File: src/rtl/alu_arbiter.sv
// Two-port arbiter sharing one combinational ALU, with a single registered result stage.
// Define ZCRV_ALU_ARB_FIXED_PRIO_EN for strict port-0 priority instead of round robin.
//
// state    | meaning
// ---------+-------------------------------------------
// ST_EMPTY | result register empty, grant allowed
// ST_FULL  | result register holds an unaccepted result
module alu_arbiter #(
  parameter int XLEN   = 32,
  parameter int IMM_W  = 32,
  parameter int ADDR_W = 32
) (
  input  logic                          clk,
  input  logic                          rst_n,
  input  logic [1:0]                    req_valid,
  output logic [1:0]                    req_ready,
  input  logic [25:0]                   req_op,
  input  logic [2*(2*XLEN+IMM_W)-1:0]   req_opnd,
  input  logic [2*ADDR_W-1:0]           req_pc,
  output logic [11:0]                   alu_info,
  output logic                          alu_imm_en,
  output logic                          alu_need,
  output logic [XLEN-1:0]               alu_rs1,
  output logic [XLEN-1:0]               alu_rs2,
  output logic [IMM_W-1:0]              alu_imm,
  output logic [ADDR_W-1:0]             alu_pc,
  input  logic [XLEN-1:0]               alu_result,
  output logic                          rsp_valid,
  input  logic                          rsp_ready,
  output logic [XLEN-1:0]               rsp_data,
  output logic                          rsp_src
);

  localparam int OPW = 2*XLEN + IMM_W;

  typedef enum logic {ST_EMPTY = 1'b0, ST_FULL = 1'b1} state_t;

  state_t            r_state;
  logic [XLEN-1:0]   r_rsp_data;
  logic              r_rsp_src;

  logic              w_can_issue;
  logic              w_grant;
  logic              w_win;
  logic [12:0]       w_op;
  logic [OPW-1:0]    w_opnd;
  logic [ADDR_W-1:0] w_pc;

  assign w_can_issue = (r_state == ST_EMPTY) || rsp_ready;
  assign w_grant     = w_can_issue && (req_valid != 2'b00);

`ifdef ZCRV_ALU_ARB_FIXED_PRIO_EN
  always_comb begin
    w_win = ~req_valid[0];
  end
`else
  logic r_last_grant;

  // Round robin: on a tie the port that did not win last time goes next.
  always_comb begin
    w_win = 1'b0;
    case (req_valid)
      2'b01:   w_win = 1'b0;
      2'b10:   w_win = 1'b1;
      2'b11:   w_win = ~r_last_grant;
      default: w_win = 1'b0;
    endcase
  end

  always_ff @(posedge clk or negedge rst_n) begin
    if (!rst_n) begin
      r_last_grant <= 1'b1;
    end else if (w_grant) begin
      r_last_grant <= w_win;
    end
  end
`endif

  assign req_ready = w_grant ? (w_win ? 2'b10 : 2'b01) : 2'b00;

  assign w_op   = w_win ? req_op[25:13]           : req_op[12:0];
  assign w_opnd = w_win ? req_opnd[2*OPW-1:OPW]   : req_opnd[OPW-1:0];
  assign w_pc   = w_win ? req_pc[2*ADDR_W-1:ADDR_W] : req_pc[ADDR_W-1:0];

  // ALU inputs are forced to zero outside grant cycles so alu_result is 0 too.
  assign alu_need   = w_grant;
  assign alu_imm_en = w_grant & w_op[12];
  assign alu_info   = w_grant ? w_op[11:0]                  : '0;
  assign alu_rs1    = w_grant ? w_opnd[OPW-1 -: XLEN]       : '0;
  assign alu_rs2    = w_grant ? w_opnd[IMM_W +: XLEN]       : '0;
  assign alu_imm    = w_grant ? w_opnd[IMM_W-1:0]           : '0;
  assign alu_pc     = w_grant ? w_pc                        : '0;

  always_ff @(posedge clk or negedge rst_n) begin
    if (!rst_n) begin
      r_state    <= ST_EMPTY;
      r_rsp_data <= '0;
      r_rsp_src  <= 1'b0;
    end else begin
      case (r_state)
        ST_EMPTY: begin
          if (w_grant) begin
            r_state    <= ST_FULL;
            r_rsp_data <= alu_result;
            r_rsp_src  <= w_win;
          end
        end
        ST_FULL: begin
          if (w_grant) begin
            r_rsp_data <= alu_result;
            r_rsp_src  <= w_win;
          end else if (rsp_ready) begin
            r_state <= ST_EMPTY;
          end
        end
        default: r_state <= ST_EMPTY;
      endcase
    end
  end

  assign rsp_valid = (r_state == ST_FULL);
  assign rsp_data  = r_rsp_data;
  assign rsp_src   = r_rsp_src;

endmodule

File: config.mk
export PLATFORM = sky130hd
export DESIGN_NAME = alu_arbiter
export DESIGN_NICKNAME = d
export VERILOG_FILES = /design/src/rtl/alu_arbiter.sv
export SDC_FILE = /design/constraint.sdc
export NUM_CORES = 1
export LEC_CHECK = 0
export CAP_MARGIN = 40
export CORE_AREA = 2 2 193 195
export CTS_CLUSTER_SIZE = 30
export DETAILED_ROUTE_END_ITERATION = 10
export DIE_AREA = 0 0 195 197
export PLACE_DENSITY = 0.41
export SLEW_MARGIN = 5
export SYNTH_ARGS = -nofsm -noshare
export SYNTH_HDL_FRONTEND = slang
export SYNTH_SLANG_ARGS = --single-unit
File: constraint.sdc
create_clock -name clk -period 1.95 [get_ports clk]
set_input_delay 0.39 -clock clk [delete_from_list [all_inputs] [get_ports clk]]
set_output_delay 0.39 -clock clk [all_outputs]
set_load 0.01 [all_outputs]
==> flow_metrics.py, run 1 <==
metrics = {
    "clock_network": {
        "clkLatencyLatePin_ps": 280,
        "cts_tree": "yes",
        "clockBufferDepth": 2,
        "cts_root_buffer": "clkbuf_16",
        "cts_buffers": 5,
        "numClockSinks": 35,
        "htree_levels": 2,
        "clkTransAtPathRegs_ps": 60,
    },
    "placement": {
        "post-place-cells": 1224,
        "place.gp.congestion": 0.813,
        "numPortBuffers": 496,
        "placed_area_um2": 8580,
        "dp_hpwl_um": 20200,
    },
    "global_route": {
        "track_usage_pct": 12.0,
        "overflow": 0,
        "antenna_found_initial": 3,
        "grt_pass1_vias": 4775,
        "grt_pass1_wl_um": 34300,
        "grt_start_max_net_pins": 26,
    },
    "status": {
        "failed_checks": "negative setup slack",
        "status": "finished with violations",
    },
    "yosys": {
        "synth.distinct_cells": 16,
        "synth_warnings": 0,
        "seq_area_frac_synth_pct": 31.6,
        "muxShareOfSynthArea_pct": 13.0,
        "synth-xor-area-share_pct": 0,
        "synth_top_family_by_area": "compound AO/OA/AOI/OAI gates",
        "synth_compound_area_share_pct": 45.3,
        "synth-simple-area-share_pct": 1.58,
        "synthCells": 254,
        "synthAdderAreaFrac_pct": 0,
        "postSynthRegisterBits": 35,
        "synth_nets": 573,
        "synth_area_um2": 2770,
        "avgSynthCellArea_um2": 10.9,
    },
    "timing": {
        "layout_setup_ws_ps": -435,
        "fmax_mhz": 419,
        "finClkSkew_ps": 5.01,
        "setup_viol_count_final": 143,
        "hold_viol_final": 0,
        "rsz0062_at_grt": "true",
        "worstMarginPinSlew_ps": 508,
        "drv_slew": 0,
        "timing.final.crit_share_pct": 122,
        "min_period_ps": 2380,
        "max-slew-margin-rel_pct": 66.1,
    },
    "power": {
        "p_leak_nw": 4.01,
        "powerDensity_nw_per_um2": 461,
        "vdd_ir_drop_max_v": 0.000385,
    },
    "setup_path": {
        "regToRegSetupSlack_ps": 320,
        "worstPathRequired_ps": 1560,
        "crit_fanout": 7,
        "critical_path_arrival_ps": 1990,
        "criticalPathCategory": "reg2out",
        "rr_worst_depth": 6,
        "startpoint_type": "flop",
        "r2r_end": "rsp_data[21]$_DFFE_PN0P_",
        "r2r_start": "rsp_valid$_DFF_PN0_",
        "crit_path_end_kind": "output pin",
    },
    "detailed_routing": {
        "wl_per_cell_um": 20.0,
        "dr.pass1.iters": 4,
        "drc": 0,
        "antenna_left": 0,
        "viasPerCell": 3.60,
        "drt-initial-drc-count": 156,
        "routed_wl_um": 25800,
        "vias": 4657,
    },
    "finish": {
        "fill_cells": 3946,
        "final_net_count": 1143,
        "syn2layout_area_growth_pct": 228,
        "final_area_um2": 9100,
        "final_cells": 1294,
        "layout-drive-gt1-share_pct": 35.6,
        "final_core_util_pct": 25.1,
    },
    "floorplan": {
        "num_rows": 70,
        "dieArea_um2": 38400,
        "pin_count": 497,
        "core_um2": 36300,
        "start_util_pct": 7.64,
        "fp.dieW_um": 195,
        "die_height_um": 197,
    },
    "worst_hold_path": {
        "hp-class": "in2async",
    },
    "flow_run": {
        "maxCapViolCount": 0,
    },
}
==> timing repair <==
item,in CTS,in global routing
endpoints found under the hold margin,0,0
endpoints found under the setup margin,144,144
pin swaps,5,27
setup buffers,21,30
gates resized for setup,367,221
gates cloned,8,8
hold buffers,0,0
==> per-stage QoR <==
step	total power (W)	setup slack (ps)	TNS [ps]	hold slack, ps
after floorplan	0.00161	176	0	94.4
after global routing	0.00442	-497	-56340	121
after detailed placement	0.00327	-788	-98610	398
after CTS	0.00414	-669	-65660	93.5
final	0.00419	-435	-47000	76.7
after global placement	0.00328	-818	-100720	390
==> sequential cells by signal, summed over array words and instances (netlist names) <==
register	count
rsp_data	32
rsp_valid	1
rsp_src	1
r_last_grant	1
==> worst max-delay path, stage by stage (launching register included) <==
cell and delay (ps):
dfstp_2 530, buf_6 90, nand2_2 40, and3_4 210, buf_12 150, buf_12 130
buf_8 120, buf_6 110, a22o_1 190, buf_6 120
==> placed cells by master, fill, tap and decap left out, types with 3 or more instances in the layout <==
| cell type | synthesis | routed |
|---|---|---|
| buf_16 | 0 | 6 |
| a22o_1 | 141 | 139 |
| clkdlybuf4s50_1 | 0 | 348 |
| buf_6 | 9 | 56 |
| clkbuf_2 | 0 | 38 |
| dfrtp_1 | 34 | 34 |
| buf_8 | 0 | 4 |
| buf_2 | 23 | 80 |
| clkbuf_16 | 0 | 12 |
| buf_4 | 1 | 36 |
| dlygate4sd2_1 | 0 | 3 |
| buf_12 | 0 | 19 |
| mux2_2 | 32 | 32 |
==> power breakdown <==
| group | internal (W) | total [W] | switching [W] |
|---|---|---|---|
| sequential | 0.000829 | 0.000881 | 0.0000514 |
| combinational | 0.00160 | 0.00251 | 0.000914 |
| clock | 0.000499 | 0.000801 | 0.000302 |
==> how the worst max path moves through the flow <==
| stage | start | endpoint | slack (ps) | depth (start not counted) |
|---|---|---|---|---|
| 2_1_floorplan | r_last_grant$_DFFE_PN1P_ | alu_imm[0] | 180 | 6 |
| 3_3_place_gp | rsp_ready | alu_info[9] | -820 | 7 |
| 3_5_place_dp | rsp_ready | alu_info[9] | -790 | 7 |
| 4_1_cts | r_last_grant$_DFFE_PN1P_ | alu_pc[13] | -670 | 5 |
| 5_1_grt | r_last_grant$_DFFE_PN1P_ | alu_imm[20] | -500 | 9 |
| 6_report | r_last_grant$_DFFE_PN1P_ | alu_imm[20] | -430 | 9 |
==> Yosys cell counts (all sizes together) <==
cell type  instances  area share, %
a21o               2           0.54
a22o             141             45
and3               2           0.45
buf               33            8.1
clkbuf             2           0.27
dfrtp             34             31
dfstp              1           0.95
inv                1           0.14
mux2              32             13
nand2              2           0.27
nand2b             2           0.72
nor2               1           0.14
o21ai              1           0.18
==> per-layer routing <==
metal	vias up	GRT usage [%]	wire, um
li1	2202	-	-
met1	2190	14.8	11100
met2	249	21.1	12600
met3	14	3.32	1920
met4	2	1.95	228
met5	-	0	12
==> logic make-up (layout without fill, tap and decap cells) <==
family,count (synthesis),count (layout)
flops,35,35
other cells,0,2
buf+inv,36,606
simple gates,7,7
mux,32,32
compound gates,144,144
==> layout make-up <==
cell class	instances	area, um^2	area share, %
repair buffers	598	5790	63.7
multi-input cells	183	1690	18.6
flip-flops and latches	35	877	9.64
well taps	468	586	6.44
clock buffers	6	139	1.53
clock inverters	1	5.00	0.0550
diodes	2	5.00	0.0550
inverters	1	3.75	0.0413
Note: power is estimated with default switching activity, not from simulation.
==> run 2: changes to the inputs <==
- TNS_END_PERCENT: not set -> 50
==> flow_metrics.py, run 2 (synthesis gave the netlist of run 1 again) <==
metrics = {
    "timing": {
        "fmax_mhz": 416,
        "worstMarginPinSlew_ps": 517,
        "min_period_ps": 2400,
        "layout_setup_ws_ps": -453,
        "timing.final.crit_share_pct": 123,
        "hold_viol_final": 0,
        "finClkSkew_ps": 4.40,
        "drv_slew": 0,
        "max-slew-margin-rel_pct": 65.5,
        "setup_viol_count_final": 143,
        "rsz0062_at_grt": "true",
    },
    "finish": {
        "final_common_cell": "clkdlybuf4s50_1",
        "n_antenna_cell": 0,
        "layout-drive-gt1-share_pct": 34.8,
        "final_cell_mix": "clkdlybuf4s50_1 (348), a22o_1 (139), buf_2 (72), clkbuf_2 (49), buf_6 (49)",
        "largest_register_ffs": 32,
        "final_core_util_pct": 24.6,
        "fill_cells": 3941,
        "final_cells": 1281,
        "syn2layout_area_growth_pct": 222,
        "final_area_um2": 8920,
        "final_net_count": 1132,
    },
    "clock_network": {
        "clkTransAtPathRegs_ps": 60,
        "cts_buffers": 5,
        "clockBufferDepth": 2,
        "cts_root_buffer": "clkbuf_16",
        "numClockSinks": 35,
        "cts_hold_buf": 0,
        "htree_levels": 2,
        "cts_tree": "yes",
        "clkLatencyLatePin_ps": 280,
    },
    "power": {
        "p_leak_nw": 3.93,
        "vdd_ir_drop_max_v": 0.000385,
        "p_total_w": 0.00414,
        "powerDensity_nw_per_um2": 463,
    },
    "setup_path": {
        "critical_path_arrival_ps": 2010,
        "crit_fanout": 7,
        "slowest_stage": "dfstp_2",
        "r2r_start": "rsp_valid$_DFF_PN0_",
        "critPathTopFamily": "buffers and inverters",
        "worstPathRequired_ps": 1560,
        "cp_common_cell": "buf_6",
        "critPathBufInv": 6,
        "r2r_end": "rsp_data[21]$_DFFE_PN0P_",
        "regToRegSetupSlack_ps": 320,
        "path_cells": "buf_6, nand2_2, and3_4, buf_12, buf_12, buf_8, buf_6, a22o_1, buf_6",
        "slowest_delay_ps": 530,
        "crit_path_end_kind": "output pin",
        "rr_worst_depth": 6,
        "startpoint_type": "flop",
        "criticalPathCategory": "reg2out",
    },
    "detailed_routing": {
        "dr.pass1.iters": 4,
        "drc": 0,
        "antenna_left": 0,
        "routed_wl_um": 25600,
        "drt-initial-drc-count": 159,
        "vias": 4669,
        "viasPerCell": 3.64,
        "wl_per_cell_um": 20.0,
    },
    "global_route": {
        "overflow": 0,
        "antenna_found_initial": 1,
        "grt_pass1_vias": 4704,
        "grt_start_max_net_pins": 26,
        "grt_pass1_wl_um": 34100,
        "track_usage_pct": 12.0,
    },
    "floorplan": {
        "start_util_pct": 7.64,
        "die_height_um": 197,
        "pin_count": 497,
        "fp.dieW_um": 195,
        "dieArea_um2": 38400,
        "core_um2": 36300,
        "num_rows": 70,
    },
    "placement": {
        "placed_area_um2": 8580,
        "numPortBuffers": 496,
        "dp_hpwl_um": 20200,
        "place.gp.congestion": 0.813,
        "dp_slack_ps": -788,
        "post-place-cells": 1224,
    },
    "status": {
        "status": "finished with violations",
        "failed_checks": "negative setup slack",
    },
    "flow_run": {
        "maxCapViolCount": 0,
    },
    "worst_hold_path": {
        "hp-class": "in2async",
    },
}
## run 2: cell types whose count changed in the layout (fill, tap and decap cells not counted), moves of 2 or more
cell and change:
diode_2 -2, buf_6 -7, buf_4 -4, clkbuf_16 -3, buf_2 -8, buf_8 +3
buf_12 -4, clkbuf_2 +11
## run 2: worst max-delay path by stage
stage	startpoint	to	cells past startpoint
finish	r_last_grant$_DFFE_PN1P_	alu_imm[20]	9
global route	r_last_grant$_DFFE_PN1P_	alu_imm[20]	9
CTS	r_last_grant$_DFFE_PN1P_	alu_rs2[5]	7
detailed placement	rsp_ready	alu_info[9]	7
global placement	rsp_ready	alu_info[9]	7
floorplan	r_last_grant$_DFFE_PN1P_	alu_imm[0]	6
## run 2: metrics by stage
stage                     setup TNS (ps)  hold WS [ps]
after global routing              -50840           121
after CTS                         -74880          93.5
after floorplan                        0          94.4
after global placement           -100720           390
after detailed placement          -98610           398
final                             -41140          81.5
## run 2: layer usage
layer / vias to the layer above / track usage, % / part of all wire [%]
li1: 2175 / - / -
met3: 16 / 3.32 / 7.7
met4: 2 / 1.33 / 0.63
met1: 2220 / 14.8 / 42
met2: 256 / 21.3 / 49
met5: - / 0 / 0.047
## run 2: power breakdown
part / total [W] / internal [W] / switching (W)
logic: 0.00245 / 0.00155 / 0.000902
clock network: 0.000803 / 0.000499 / 0.000304
registers: 0.000881 / 0.000829 / 0.0000514
total: 0.00414 / 0.00288 / 0.00126
## run 2: area by class of cell
type / instances / area [um^2] / area share, %
clock buffer: 6 / 139 / 1.56
clock inverter: 1 / 5.00 / 0.0561
inverter: 1 / 3.75 / 0.0421
timing repair buffer: 587 / 5620 / 62.9
tap: 468 / 586 / 6.56
sequential: 35 / 877 / 9.83
multi-input combinational: 183 / 1700 / 19.0
## run 2: repair_timing
item,in CTS,in global routing
cloned,8,4
resized for setup,268,273
setup buffers,17,26
setup endpoints to repair,144,144
pin swaps,4,55
